File: config.mk
export PLATFORM = sky130hd
export DESIGN_NAME = sqr_share_arb
export DESIGN_NICKNAME = d
export VERILOG_FILES = /design/src/rtl/sqr_share_arb.sv
export SDC_FILE = /design/constraint.sdc
export NUM_CORES = 1
export LEC_CHECK = 0
export CAP_MARGIN = 40
export CORE_ASPECT_RATIO = 1.75
export CORE_MARGIN = 8
export CORE_UTILIZATION = 48
export DETAILED_ROUTE_END_ITERATION = 8
export GPL_TIMING_DRIVEN = 0
export PLACE_DENSITY = 0.78
export SKIP_CTS_REPAIR_TIMING = 1
export SYNTH_ARGS = -nofsm -noshare
export SYNTH_HDL_FRONTEND = slang
export SYNTH_SLANG_ARGS = --single-unit
File: constraint.sdc
create_clock -name clk_i -period 4.2 [get_ports clk_i]
set_clock_uncertainty 0.05 [all_clocks]
set_input_delay 0.42 -clock clk_i [delete_from_list [all_inputs] [get_ports clk_i]]
set_output_delay 0.42 -clock clk_i [all_outputs]
set_load 0.02 [all_outputs]
File: src/rtl/sqr_share_arb.sv
// sqr_share_arb: round-robin arbiter that shares one registered unsigned squarer among NumReq requesters.
// Optional build macro SQR_SHARE_PIPE_EN adds a PIPE state and a second operand register before the squarer.
//------------------------------------------------------------------------------
// Module   : sqr_share_arb (with helper sqr_uns)
// Purpose  : time-shared unsigned squarer with per-requester valid/ready channels
// Revision : 1.0 - initial release
//------------------------------------------------------------------------------
`default_nettype none

module sqr_uns #(
  parameter int Width = 8,
  parameter int Speed = 1
) (
  input  logic [Width-1:0]   x,
  output logic [2*Width-1:0] p
);

  // Speed 1 (FAST) infers a single multiplier; anything else builds a shift-add array.
  generate
    if (Speed == 1) begin : g_fast
      assign p = {{Width{1'b0}}, x} * {{Width{1'b0}}, x};
    end else begin : g_small
      logic [2*Width-1:0] acc;
      logic [2*Width-1:0] xe;
      assign xe = {{Width{1'b0}}, x};
      always_comb begin
        acc = '0;
        for (int i = 0; i < Width; i++) begin
          if (x[i]) acc = acc + (xe << i);
        end
      end
      assign p = acc;
    end
  endgenerate

endmodule

module sqr_share_arb #(
  parameter int Width  = 8,
  parameter int NumReq = 4,
  parameter int Speed  = 1
) (
  input  logic                    clk_i,
  input  logic                    rst_ni,
  input  logic [NumReq-1:0]       req_valid_i,
  output logic [NumReq-1:0]       req_ready_o,
  input  logic [NumReq*Width-1:0] req_x_i,
  output logic [NumReq-1:0]       resp_valid_o,
  input  logic [NumReq-1:0]       resp_ready_i,
  output logic [2*Width-1:0]      resp_p_o,
  output logic                    busy_o
);

  localparam int PtrW = (NumReq > 1) ? $clog2(NumReq) : 1;

  typedef enum logic [1:0] {
    S_IDLE = 2'd0,
    S_PIPE = 2'd1,
    S_CALC = 2'd2,
    S_RESP = 2'd3
  } state_t;

  state_t            state_q, state_d;
  logic [PtrW-1:0]   ptr_q;
  logic [PtrW-1:0]   owner_q;
  logic [Width-1:0]  op_q;
  logic [2*Width-1:0] resp_p_q;

  logic              gnt_found;
  logic [PtrW-1:0]   gnt_idx;
  logic [NumReq-1:0] gnt_oh;
  logic [NumReq-1:0] owner_oh;
  logic [Width-1:0]  sel_x;
  logic [Width-1:0]  sqr_in;
  logic [2*Width-1:0] sqr_p;
  logic              take;
  int                scan_idx;

  // Rotating priority search starting at ptr_q.
  always_comb begin
    gnt_found = 1'b0;
    gnt_idx   = '0;
    scan_idx  = 0;
    for (int k = 0; k < NumReq; k++) begin
      scan_idx = int'(ptr_q) + k;
      if (scan_idx >= NumReq) scan_idx = scan_idx - NumReq;
      if (!gnt_found && req_valid_i[scan_idx]) begin
        gnt_found = 1'b1;
        gnt_idx   = PtrW'(scan_idx);
      end
    end
  end

  always_comb begin
    gnt_oh   = '0;
    owner_oh = '0;
    sel_x    = '0;
    for (int i = 0; i < NumReq; i++) begin
      gnt_oh[i]   = (gnt_idx == PtrW'(i));
      owner_oh[i] = (owner_q == PtrW'(i));
      if (gnt_idx == PtrW'(i)) sel_x = req_x_i[i*Width +: Width];
    end
  end

  // No handshake is offered while reset is held, so every output reads zero then.
  always_comb begin
    state_d      = state_q;
    req_ready_o  = '0;
    resp_valid_o = '0;
    take         = 1'b0;
    case (state_q)
      S_IDLE: begin
        if (gnt_found && rst_ni) begin
          take        = 1'b1;
          req_ready_o = gnt_oh;
`ifdef SQR_SHARE_PIPE_EN
          state_d     = S_PIPE;
`else
          state_d     = S_CALC;
`endif
        end
      end
      S_PIPE: state_d = S_CALC;
      S_CALC: state_d = S_RESP;
      S_RESP: begin
        resp_valid_o = owner_oh;
        if ((resp_ready_i & owner_oh) != '0) state_d = S_IDLE;
      end
      default: state_d = S_IDLE;
    endcase
  end

  always_ff @(posedge clk_i or negedge rst_ni) begin
    if (!rst_ni) begin
      state_q <= S_IDLE;
    end else begin
      state_q <= state_d;
    end
  end

  always_ff @(posedge clk_i or negedge rst_ni) begin
    if (!rst_ni) begin
      ptr_q    <= '0;
      owner_q  <= '0;
      op_q     <= '0;
      resp_p_q <= '0;
    end else begin
      if (take) begin
        op_q    <= sel_x;
        owner_q <= gnt_idx;
        ptr_q   <= (gnt_idx == PtrW'(NumReq - 1)) ? '0 : gnt_idx + PtrW'(1);
      end
      if (state_q == S_CALC) resp_p_q <= sqr_p;
    end
  end

`ifdef SQR_SHARE_PIPE_EN
  logic [Width-1:0] op2_q;

  always_ff @(posedge clk_i or negedge rst_ni) begin
    if (!rst_ni) begin
      op2_q <= '0;
    end else if (state_q == S_PIPE) begin
      op2_q <= op_q;
    end
  end

  assign sqr_in = op2_q;
`else
  assign sqr_in = op_q;
`endif

  sqr_uns #(
    .Width (Width),
    .Speed (Speed)
  ) u_sqr (
    .x (sqr_in),
    .p (sqr_p)
  );

  assign resp_p_o = resp_p_q;
  assign busy_o   = (state_q != S_IDLE);

endmodule

`default_nettype wire

**Word level (Yosys, flattened, before mapping)**

Index checks and enable logic that the tools add are counted.

- Output and inout bits: 25
- Flip-flop bits (word level): 30
- Word-level logic and storage cells: 84
- Input bits: 42

- Reduce and logical (&&, ||, !) cells: 13
- Multiplexer cells: 37
- Magnitude comparators: 8
- Add/sub/neg operators: 8
- Multipliers: 1
- Bitwise gates (word level): 1
- Equality and inequality tests: 11

Operators with widths:

| operator | count |
|---|---|
| 32-bit by 4-bit less-than comparator with 1-bit output, second input constant | 4 |
| 32-bit 2-to-1 mux | 4 |
| 8-bit 2-to-1 mux | 4 |
| 8-bit by 8-bit multiplier with 16-bit output | 1 |
| 1-bit 2-to-1 mux | 14 |
| 2-bit 2-to-1 mux | 7 |
| 2-bit equality test, second input constant | 6 |
| 4-bit 2-to-1 mux | 3 |
| 3-bit by 3-bit subtractor with 4-bit output, second input constant | 3 |
| 3-bit greater-or-equal comparator, second input constant | 3 |
| 1-bit binary-select mux with 2-bit select | 4 |
| 2-bit one-hot mux with 4 select lines | 1 |
| 2-bit by 2-bit adder with 3-bit output, second input constant | 2 |
| 2-bit by 1-bit equality test with 1-bit output, second input constant | 3 |
| 2-bit logical NOT | 3 |
| 4-bit bitwise AND | 1 |
| 1-bit logical AND | 4 |
| 2-bit != test, second input constant | 2 |
| 4-bit nonzero test | 1 |
| 2-bit by 3-bit subtractor with 4-bit output, second input constant | 1 |
| 2-bit by 1-bit adder with 3-bit output, second input constant | 1 |
| 2-bit by 3-bit greater-or-equal comparator with 1-bit output, second input constant | 1 |
| 1-bit logical NOT | 3 |
| 2-bit by 1-bit adder with 2-bit output, second input constant | 1 |
| other kinds (2) | 2 |

**Logic depth before layout (Yosys ltp)**

Gate-level depths: netlist of run 1.

- Depth in word-level cells: 20
- Mapped depth: 16
- Depth with buffers taken out: 15

**Modules after synthesis**

Synthesis of run 1 repeated with hierarchy kept, for this count alone.

- Cells, all modules: 374
- Area, all modules: 3424.5 um2

By module, submodules not included:

| module | cells an instance | instances | area an instance (um2) | sequential area each (um2) |
|---|---|---|---|---|
| sqr_uns | 215 | 1 | 1746.7 | 0.0 |
| sqr_share_arb | 159 | 1 | 1677.9 | 750.7 |

**Worst setup path before layout of run 1**

No wires, ideal clock.

- Path kind: reg2reg
- Start point: register op_q[6]
- End point: register resp_p_q[14] (netlist: resp_p_o[14])
- Path slack: 0.171 ns
- Arrival: 3.887 ns
- Period minus slack after synthesis: 4.029 ns
- Stages on the path, launching flop included: 14
- Required time: 4.058 ns
- Cells stage by stage: dfrtp_1 -> clkbuf_1 -> nand2_1 -> fa_1 -> fa_1 -> fa_1 -> inv_1 -> fa_1 -> ha_1 -> a21oi_2 -> o21ai_1 -> a31o_1 -> o21a_1 -> o31ai_2

- Word-level cells in the longest chain between the ends: 1

RTL lines:

| element | RTL line | text |
|---|---|---|
| from (decl) | 66 | `logic [Width-1:0] op_q;` |
| from (signal assigned) | 149 | `op_q <= sel_x;` |
| 8-bit by 8-bit multiplier with 16-bit output | 21 | `assign p = {{Width{1'b0}}, x} * {{Width{1'b0}}, x};` |
| to (signal assigned) | 153 | `if (state_q == S_CALC) resp_p_q <= sqr_p;` |
| to (decl) | 67 | `logic [2*Width-1:0] resp_p_q;` |

Every way passes these cells.
A chain may end at the register's enable or synchronous reset.

**Worst setup path after layout of run 1**

- Start point: register op_q[5]
- End point: register resp_p_q[15] (netlist: resp_p_o[15])

The elaborated chain is that of the path after synthesis.

==> results of run 1 <==
==> through the flow <==
| stage | instances | TNS [ns] |
|---|---|---|
| 2_1_floorplan | 382 | 0 |
| 3_3_place_gp | 531 | -0.3396 |
| 3_5_place_dp | 532 | -1.323 |
| 4_1_cts | 540 | -1.471 |
| 5_1_grt | 548 | -0.2167 |
| 6_report | 548 | 0 |
==> how the worst max path moves through the flow <==
| stage | endpoint | cells after the start |
|---|---|---|
| after global placement | resp_p_o[14]$_DFFE_PN0N_ | 13 |
| after floorplan | resp_p_o[14]$_DFFE_PN0N_ | 13 |
| after detailed placement | resp_p_o[14]$_DFFE_PN0N_ | 13 |
| final | resp_p_o[15]$_DFFE_PN0N_ | 16 |
| after CTS | resp_p_o[14]$_DFFE_PN0N_ | 13 |
| after global routing | resp_p_o[12]$_DFFE_PN0N_ | 14 |
==> layer usage <==
layer,vias up,part of all wire
met2,89,0.58
met3,28,0.050
met4,0,0.045
li1,1432,-
met5,-,0
met1,1387,0.33
==> synth_stat cells, types with 4 or more instances <==
cell	instances	share of area
xnor2_1	9	0.024
buf_2	8	0.012
and2_1	16	0.031
inv_1	54	0.062
nor2b_1	9	0.017
and3_1	7	0.013
nand2_1	54	0.062
dfrtp_1	29	0.22
xor2_1	4	0.011
nor3_1	13	0.020
o211ai_1	4	0.0092
a21oi_1	19	0.029
ha_1	34	0.13
fa_1	25	0.15
o21a_1	5	0.011
nor2_1	15	0.017
a221oi_1	7	0.019
o21ai_0	19	0.029
==> cell families (layout without fill, tap and decap cells) <==
logic type,count (synthesis),in the layout,share of synthesized area
simple gates,129,129,0.1918
compound gates,79,79,0.1666
buf+inv,69,151,0.08827
fa+ha+maj,59,59,0.2828
flops,29,29,0.2216
xor+xnor,13,13,0.03477
mux,3,3,0.01299
other cells,1,1,0.001145
==> critical path: cells and delay by family, from the launching register on <==
family                     cells  cell delay [ns]
AOI/OAI and AO/OA              3             0.64
xor gates and xnor gates       2             0.31
adders and majority gates      4             1.90
buffers and inverters          4             0.37
DFF                            1             0.40
and+or+nand+nor                3             0.34
==> registers in the layout, summed over array words and instances, names as in the netlist <==
| register | flops |
|---|---|
| state_q | 2 |
| owner_q | 2 |
| op_q | 8 |
| resp_p_o | 15 |
| ptr_q | 2 |
==> cell type report <==
cell class | count | area [µm²] | share of cell area
Tap cell | 84 | 105.1 | 0.02414
Multi-Input combinational cell | 284 | 2330 | 0.5352
Timing Repair Buffer | 75 | 745.7 | 0.1713
Clock buffer | 8 | 136.4 | 0.03133
Sequential cell | 29 | 732.0 | 0.1682
Inverter | 54 | 202.7 | 0.04657
Buffer | 14 | 101.3 | 0.02328
==> metrics.md, run 1 <==
| Metric | Value |
|---|---|
| Outcome | complete, no violations |
| Max stage delay on crit path | approximately 0.57 ns |
| Most frequent cells in the layout | clkdlybuf4s50_1 (65), inv_1 (52), nand2_1 (51), ha_1 (30), fa_1 (25) |
| Core box area | roughly 6800 µm² |
| Critical path arrival | around 4.2 ns |
| Residual DRC | 0 |
| Layout cells sized above 1 | 0.1293 |
| Clock-pin slew on the worst setup and hold paths | about 0.050 ns |
| Cell Rows | 40 |
| Bufs on Longest Clock Path | 2 |
| Crit Path Max Fanout | 10 |
| Hold Vio Cnt, Final | 0 |
| CTS root buf | clkbuf_16 |
| Yosys warning total | 0 |
| Reg2reg setup slack | roughly 0.11 ns |
| Grt total ovfl | 0 |
| Initial DRT Pass Iterations | 4 |
| Die H | 125.3 µm |
| Total routed wirelength | 8324 µm |
| Critical R2R Capture | resp_p_o[15]$_DFFE_PN0N_ |
| R2R depth | 16 |
| Setup ws final | around 0.11 ns |
| Async SR Flop Fraction | 1.000 |
| Mean routed wirelength per cell | approximately 15 µm |
| Vias/cell | ~5.4 |
| Commonest non-fill, non-tap cell in the layout | clkdlybuf4s50_1 |
| GR Util met3 | 0.03730 |
| Yosys reg bits | 29 |
| Clock H-tree levels | 2 |
| Post-Syn Nets | 483 |
| GPL Wtd Cong | 0.8975 |
| Seq/Total Area, Yosys | 0.2216 |
| Grt met1 use | 0.1537 |
| Global-route wire length before repair | roughly 14000 µm |
| Skew-Pair Late Insertion Delay | between 0.2 and 0.3 ns |
| Crit. Startpoint | op_q[5]$_DFFE_PN0P_ |
| Relative slew margins | 0.4949 |
| DP Area | ~4000 µm² |
| Die area | 9825 µm² |
| Via count | roughly 3000 |
| Routed Antenna Nets | 0 |
| Cells along the critical path | buf_6 -> nand2_1 -> inv_1 -> fa_1 -> xor2_1 -> xnor2_1 -> fa_1 -> inv_1 -> fa_1 -> inv_1 -> ha_4 -> nand2_2 -> o211ai_2 -> nand2_2 -> o21a_1 -> o211ai_1 |
| Most Crowded Layer GR | met2 |
| Fin nets | around 560 |
| Netlist cell types | 53 |
| Final non-filler cell area | between 4000 and 5000 µm² |
| CP required | roughly 4.3 ns |
| Fmax | between 200 and 250 MHz |
| Crit share post-route | 0.9741 |
| Die Wd | 78.44 µm |
| Initial Util | 0.4846 |
| CTS Buf Count | 5 |
| Crit Path Class | flip-flop to flip-flop |
| CP max-delay cell | fa_1 |
| Slew Limit Fails | 0 |
| Number of flops mapped to enable cells by yosys | 0 |
| TritonCTS clock tree | built |
| Netlist Area Pre-Place | roughly 3300 µm² |
| Element type at the critical path end | flip-flop |
| HPWL after DPL | 6951 µm |
| Crit path launch type | flip-flop |
| Place WS | -0.2203 ns |
| HP Class | flip-flop to flip-flop |
| Vias in the first global route | 3133 |
| PortBufs | 65 |
| Area grow syn2layout | 32.94% |
| Initial antenna violation count | 0 |
| Most used DFF post-synth | dfrtp_1 |
| Largest net degree at the start of global routing | 18 |
| # IOs | 67 |
| Met2 Track Usage GR | 0.3407 |
| Worst hold slack | 0.4099 ns |
| Worst Min Path Start | resp_p_o[2]$_DFFE_PN0N_ |
| Initial drt markers | between 70 and 80 |
| Final Util | 0.6443 |
| Slew @ Worst Pin | 0.7553 ns |
| Reg-to-reg critical path startpoint | op_q[5]$_DFFE_PN0P_ |
| Maxcap violations | 0 |
| Fill count | just under 600 |
| GRT Total Usage | 0.1736 |
| Syn avg cell area | 8.572 µm² |
| # diodes | 0 |
| Hold endpoint | resp_p_o[2]$_DFFE_PN0N_ |
| Minimum clock period | 4.091 ns |
| Setup violators final | 0 |
| Post-synthesis cell count | approximately 380 |
| Sink Count | 29 |
| Hold Path Cell Cnt | 2 |
Power of run 1 is not shown: default switching activity piles up to over one toggle a cycle in this logic, so the estimate is an artifact.
==> run 2, diff against run 1 <==
- ABC_CLOCK_PERIOD_IN_PS: not set -> 4200
==> results of run 2 <==
The final DEF is identical to that of run 1; final timing and power are the same.
Power of run 2 is left out for the same reason.
==> run 3, diff against run 2 <==
- CAP_MARGIN: 40 -> 25
- CTS_CLUSTER_DIAMETER: not set -> 150
==> results of run 3 <==
The final DEF is identical to that of run 1; final timing and power are the same.
Power of run 3 is left out for the same reason.
